$ cat src/rtl/spi_pkg.sv
// Shared definitions for the SPI master.
//   state_t     : FSM state encoding (IDLE, SETUP, XFER, HOLD, DONE), 3 bits
//   CLK_DIV_MIN : smallest usable sclk half-period divider
//   SPI_EDGES   : sclk edges in one 8-bit transfer
package spi_pkg;

    typedef enum logic [2:0] {
        IDLE  = 3'd0,
        SETUP = 3'd1,
        XFER  = 3'd2,
        HOLD  = 3'd3,
        DONE  = 3'd4
    } state_t;

    localparam int CLK_DIV_MIN = 2;
    localparam int SPI_EDGES   = 16;

endpackage

$ cat src/rtl/spi_clk_gen.sv
// sclk generator for the SPI master.
// A down-counter produces a one-cycle tick every CLK_DIV cycles while run is
// high. On a tick with edge_en high, sclk toggles and the edge is reported as
// leading (sclk leaves idle_level) or trailing (sclk returns to idle_level).
// While run is low the counter is re-armed and sclk follows idle_level.
// Ports:
//   clk, rst       : clock, synchronous active-low reset
//   run            : counting enable (transfer in progress)
//   edge_en        : allow sclk to toggle on the next tick
//   idle_level     : sclk level when not toggling (CPOL)
//   tick           : end of the current CLK_DIV window
//   sclk           : registered serial clock
//   leading        : tick that moves sclk away from idle_level
//   trailing       : tick that moves sclk back to idle_level
module spi_clk_gen
    import spi_pkg::*;
#(
    parameter int CLK_DIV = 4
) (
    input  logic clk,
    input  logic rst,
    input  logic run,
    input  logic edge_en,
    input  logic idle_level,
    output logic tick,
    output logic sclk,
    output logic leading,
    output logic trailing
);

    // Out-of-range dividers are clamped to the smallest usable value.
    localparam int DIV = (CLK_DIV < CLK_DIV_MIN) ? CLK_DIV_MIN : CLK_DIV;

    logic [7:0] cnt_reg;
    logic       sclk_reg;

    always_ff @(posedge clk) begin
        if (!rst) begin
            cnt_reg  <= 8'(DIV - 1);
            sclk_reg <= 1'b0;
        end else if (!run) begin
            cnt_reg  <= 8'(DIV - 1);
            sclk_reg <= idle_level;
        end else begin
            if (cnt_reg == 8'd0) begin
                cnt_reg <= 8'(DIV - 1);
            end else begin
                cnt_reg <= cnt_reg - 8'd1;
            end
            if (tick && edge_en) begin
                sclk_reg <= ~sclk_reg;
            end
        end
    end

    assign tick     = run && (cnt_reg == 8'd0);
    assign leading  = tick && edge_en && (sclk_reg == idle_level);
    assign trailing = tick && edge_en && (sclk_reg != idle_level);
    assign sclk     = sclk_reg;

endmodule

$ cat src/rtl/spi_master.sv
// SPI master: one full-duplex 8-bit transfer per start request, any CPOL/CPHA.
// Sequence: IDLE -> SETUP (CLK_DIV) -> XFER (16 edges) -> HOLD (CLK_DIV)
//           -> DONE (1 cycle) -> IDLE.
// Ports:
//   clk, rst          : clock, synchronous active-low reset
//   en                : start request, sampled in IDLE only
//   cpol, cpha        : SPI mode, latched at start
//   data_in           : transmit byte, latched at start
//   data_out          : last received byte, updated in DONE
//   busy, done        : handshake (busy SETUP..HOLD, done one-cycle pulse)
//   ss, sclk, mosi    : SPI outputs (all registered)
//   miso              : SPI input
// Build option: SPI_MASTER_LSB_FIRST_EN selects LSB-first shifting in both
// directions; timing and handshake are unchanged.
module spi_master
    import spi_pkg::*;
#(
    parameter int CLK_DIV = 4,
    parameter int DATA_W  = 8
) (
    input  logic              clk,
    input  logic              rst,
    input  logic              en,
    input  logic              cpol,
    input  logic              cpha,
    input  logic [DATA_W-1:0] data_in,
    output logic [DATA_W-1:0] data_out,
    output logic              busy,
    output logic              done,
    output logic              ss,
    output logic              sclk,
    output logic              mosi,
    input  logic              miso
);

    state_t            state_reg, state_next;
    logic [DATA_W-1:0] tx_reg, rx_reg, data_out_reg;
    logic [4:0]        edge_cnt_reg;
    logic              cpol_reg, cpha_reg;
    logic              ss_reg, busy_reg, done_reg, mosi_reg;

    logic              tick, leading, trailing;
    logic              run, edge_en, idle_level, start, active_next;
    logic              drive, sample;
    logic              tx_first, tx_bit;
    logic [DATA_W-1:0] tx_first_rest, tx_rest, rx_next;

`ifdef SPI_MASTER_LSB_FIRST_EN
    assign tx_first      = data_in[0];
    assign tx_first_rest = data_in >> 1;
    assign tx_bit        = tx_reg[0];
    assign tx_rest       = tx_reg >> 1;
    assign rx_next       = {miso, rx_reg[DATA_W-1:1]};
`else
    assign tx_first      = data_in[DATA_W-1];
    assign tx_first_rest = data_in << 1;
    assign tx_bit        = tx_reg[DATA_W-1];
    assign tx_rest       = tx_reg << 1;
    assign rx_next       = {rx_reg[DATA_W-2:0], miso};
`endif

    assign run         = (state_reg == SETUP) || (state_reg == XFER) || (state_reg == HOLD);
    // The SETUP tick is the first sclk edge; XFER toggles until all edges are out.
    assign edge_en     = (state_reg == SETUP) ||
                         ((state_reg == XFER) && (edge_cnt_reg != 5'(SPI_EDGES)));
    // In IDLE sclk tracks the live cpol input; afterwards the latched mode.
    assign idle_level  = (state_reg == IDLE) ? cpol : cpol_reg;
    assign start       = (state_reg == IDLE) && en;
    assign active_next = (state_next == SETUP) || (state_next == XFER) || (state_next == HOLD);
    // CPHA=0 presents the MSB before the first edge, so the final trailing
    // edge has nothing left to shift.
    assign drive       = cpha_reg ? leading
                                  : (trailing && (edge_cnt_reg != 5'(SPI_EDGES - 1)));
    assign sample      = cpha_reg ? trailing : leading;

    spi_clk_gen #(
        .CLK_DIV (CLK_DIV)
    ) u_clk_gen (
        .clk        (clk),
        .rst        (rst),
        .run        (run),
        .edge_en    (edge_en),
        .idle_level (idle_level),
        .tick       (tick),
        .sclk       (sclk),
        .leading    (leading),
        .trailing   (trailing)
    );

    always_comb begin
        state_next = state_reg;
        case (state_reg)
            IDLE:    if (en) state_next = SETUP;
            SETUP:   if (tick) state_next = XFER;
            XFER:    if (tick && (edge_cnt_reg == 5'(SPI_EDGES))) state_next = HOLD;
            HOLD:    if (tick) state_next = DONE;
            DONE:    state_next = IDLE;
            default: state_next = IDLE;
        endcase
    end

    always_ff @(posedge clk) begin
        if (!rst) begin
            state_reg    <= IDLE;
            ss_reg       <= 1'b1;
            busy_reg     <= 1'b0;
            done_reg     <= 1'b0;
            mosi_reg     <= 1'b0;
            data_out_reg <= '0;
            tx_reg       <= '0;
            rx_reg       <= '0;
            cpol_reg     <= 1'b0;
            cpha_reg     <= 1'b0;
            edge_cnt_reg <= '0;
        end else begin
            state_reg <= state_next;
            ss_reg    <= !active_next;
            busy_reg  <= active_next;
            done_reg  <= (state_next == DONE);
            if (state_next == DONE) begin
                data_out_reg <= rx_reg;
            end
            if (start) begin
                cpol_reg     <= cpol;
                cpha_reg     <= cpha;
                rx_reg       <= '0;
                edge_cnt_reg <= '0;
                if (!cpha) begin
                    mosi_reg <= tx_first;
                    tx_reg   <= tx_first_rest;
                end else begin
                    tx_reg   <= data_in;
                end
            end else begin
                if (leading || trailing) begin
                    edge_cnt_reg <= edge_cnt_reg + 5'd1;
                end
                if (drive) begin
                    mosi_reg <= tx_bit;
                    tx_reg   <= tx_rest;
                end
                if (sample) begin
                    rx_reg <= rx_next;
                end
            end
        end
    end

    assign ss       = ss_reg;
    assign busy     = busy_reg;
    assign done     = done_reg;
    assign mosi     = mosi_reg;
    assign data_out = data_out_reg;

endmodule
$ cat config.mk
export PLATFORM = sky130hd
export DESIGN_NAME = spi_master
export DESIGN_NICKNAME = d
export VERILOG_FILES = /design/src/rtl/spi_pkg.sv /design/src/rtl/spi_clk_gen.sv /design/src/rtl/spi_master.sv
export SDC_FILE = /design/constraint.sdc
export NUM_CORES = 1
export LEC_CHECK = 0
export ABC_AREA = 1
export BUFFER_PORTS_ARGS = -buffer_cell sky130_fd_sc_hd__buf_2
export CAP_MARGIN = 0
export CELL_PAD_IN_SITES_DETAIL_PLACEMENT = 1
export CELL_PAD_IN_SITES_GLOBAL_PLACEMENT = 1
export CORE_MARGIN = 4
export CORE_UTILIZATION = 44
export CTS_CLUSTER_DIAMETER = 120
export DETAILED_ROUTE_END_ITERATION = 8
export PLACE_DENSITY_LB_ADDON = 0.1
export SLEW_MARGIN = 10
export SYNTH_ARGS = -nofsm -noshare
export SYNTH_HDL_FRONTEND = slang
export SYNTH_SLANG_ARGS = --single-unit
$ cat constraint.sdc
create_clock -name clk -period 4.43 [get_ports clk]
set_input_delay 0.443 -clock clk [delete_from_list [all_inputs] [get_ports clk]]
set_output_delay 0.443 -clock clk [all_outputs]
set_load 0.05 [all_outputs]
==> impl_metrics.ini <==
[job]
cap_viol_max_count = 0

[layout]
mostFrequentLayoutCell = nor2_1
final_nets = 351
num_antenna_cells = 0
drive_above_1_share_pct = 15.92
area_growth_syn_to_layout_pct = 12.52
layout_common_cells = nor2_1 (59), nand2_1 (50), dfxtp_1 (47), inv_1 (35), buf_2 (26)

[clock_network]
clock_sinks = 47
cts_root_buffer = clkbuf_8
clk_path_buf_depth = 2
cts_tree = done
ctsHoldBuffers = 0
numCtsBuffers = 5
clock_latency_ns = 0.30
clk_pin_slew_ns = 0.09
cts_resized = 0
post_cts_buffers = 0
htreeDepth = 2

[global_route]
antenna_found_initial = 0
use_met1_pct = 24.34
grt_use_total_pct = 18.26
busiest_layer = met2
grt_pass1_wl_microns = 9004
grtUsageMet3_pct = 4.128
grt_util_met2_pct = 29.54
grt_pass1_vias = 2001
grt_max_degree = 21
overflow = 0

[routing]
drt-pass1-iter-count = 4
drt-vias-per-instance = 4.940
drc = 0
ant_nets = 0
wl_per_cell_microns = 13.20
drt-initial-drc-count = 77
route.final.wire_length_microns = 5280
vias = 1976

[power]
seq_power_share_pct = 54.2
internal-power_uw = 582.2
p_clk_share_pct = 33.7
irDropWorstVdd_mv = 0.2649
totalPowerFinal_uw = 817.5
p_comb_share_pct = 12.2
switching_share_pct = 28.78
power.switching_uw = 235.3
p_leak_nw = 1.173
p_per_area_nw_per_um2 = 335.1

[yosys]
ys_seq_area_share_pct = 43.39
synthCells = 305
synthAdderAreaFrac_pct = 2.885
syn-num-nets = 324
synthArstFlopShare_pct = 0
synth-edff-count = 0
synth_top_family_by_area = simple AND/OR/NAND/NOR gates
synthFlopType = dfxtp_1
synth_area_per_cell_sq_um = 7.109
synth_cell_types = 28
syn-cell-area_sq_um = 2168
synth_xor_area_share_pct = 1.212
synth-compound-area-share_pct = 13.04
yosysWarnings = 0
synthSimpleGateAreaFrac_pct = 29.83
synthMuxAreaShare_pct = 0
ys_ff_latch = 47

[place]
portBuffers = 26
hpwl_microns = 3972
globalplace.congestion = 0.8017

[floorplan]
start_util_pct = 45.61
core_sq_um = 4755
core.rowCount = 25
die_height_microns = 78.20
dieArea_sq_um = 6115
ios = 27
die_w_microns = 78.20

[sta]
relSlewSlack_pct = 67.38
setup_viol = 0
rsz0062_at_grt = false
skew_ns = 0.006973
hold_viol_final = 0
finalSetupTns_ns = 0
period_minus_slack_ns = 2.012
fmax_mhz = 497.0
maxSlewViolCount = 0
tightest_slew_ns = 0.4879
min_period_over_period_pct = 45.42

[setup_path]
crit_start = edge_cnt_reg[0]
worstPathRequired_ns = 4.63
crit_fanout = 13
crit_type = flip-flop to flip-flop
cp-start-kind = flip-flop
r2r-start = edge_cnt_reg[0]
arrival_ns = 2.22
worstSetupEndpointType = flip-flop

[min_path]
hold_class = input pin to flip-flop
hp-start = miso

[run_status]
status = complete, no violations
cell usage after synthesis (3+ instances only):
cell type	n	area (sq um)
nand4_1	7	43.79
nand2_1	50	187.7
dfxtp_1	47	940.9
ha_1	5	62.56
nand3_1	10	50.05
inv_1	35	131.4
o21ai_1	10	50.05
nor3_1	3	15.01
nand3_2	5	50.05
nor2_1	59	221.5
o21ai_0	20	100.1
clkbuf_1	4	15.01
a21oi_1	21	105.1
clkinv_1	3	11.26
inv_2	6	22.52
cell families (layout without fill, tap and decap cells):
| logic type | count (synthesis) | count (layout) |
|---|---|---|
| AND/OR/NAND/NOR | 144 | 144 |
| AO/OA/AOI/OAI | 55 | 55 |
| buffers and inverters | 51 | 79 |
| flip-flops | 47 | 47 |
| adder cells (fa/ha/maj) | 5 | 5 |
| XOR/XNOR | 3 | 3 |
worst max-delay path: stages, from the launching register on:
cell,delay (ns)
dfxtp_1,0.41
inv_1,0.06
ha_1,0.19
nand2_1,0.06
inv_1,0.04
nand2_1,0.09
a21oi_1,0.11
nor2_4,0.30
nand3_2,0.23
nand3_2,0.25
nand2_1,0.08
nand2_1,0.07
nor2_1,0.04
path summary, 6_finish.rpt:
check                           cells past startpoint                   end  slack, ns
worst max-delay path                               12             tx_reg[1]       2.42
worst min-delay path                                3             rx_reg[0]       0.38
worst max register to register                     12             tx_reg[1]       2.42
worst min register to register                      1  u_clk_gen.cnt_reg[0]       0.41
metrics by stage:
| step | hold slack [ns] | worst slack (ns) | cells | util, % | instance area, sq um |
|---|---|---|---|---|---|
| 2_1_floorplan | 0.3654 | 2.856 | 305 | - | 2168 |
| 3_3_place_gp | 0.3737 | 2.450 | 392 | 49.32 | 2345 |
| 3_5_place_dp | 0.3798 | 2.441 | 392 | 49.32 | 2345 |
| 4_1_cts | 0.3630 | 2.415 | 400 | 51.32 | 2440 |
| 5_1_grt | 0.3643 | 2.199 | 400 | 51.32 | 2440 |
| 6_report | 0.3781 | 2.418 | 400 | 51.32 | 2440 |
per-layer routing:
layer | part of all wire, % | up-vias
li1 | - | 1023
met1 | 48 | 921
met2 | 48 | 30
met3 | 3.4 | 2
met4 | 0.55 | 0
met5 | 0 | -
area by class of cell:
class                      count  area, sq um
multi-input combinational    207         1018
inverter                      45        171.4
clock inverter                 3        26.28
tap                           67        83.83
fill                         664         2315
clock buffer                   5        68.82
timing repair buffer          26        130.1
sequential                    47        940.9
power groups by stage:
stage          sequential [mW]  clock [mW]  combinational (mW)
2_1_floorplan            0.463           0              0.0625
3_3_place_gp             0.452           0              0.0979
3_5_place_dp             0.453           0              0.0994
4_1_cts                  0.443       0.287               0.100
5_1_grt                  0.445       0.304               0.112
6_report                 0.443       0.275              0.0994
No activity file was read; power rests on OpenSTA's default activity.
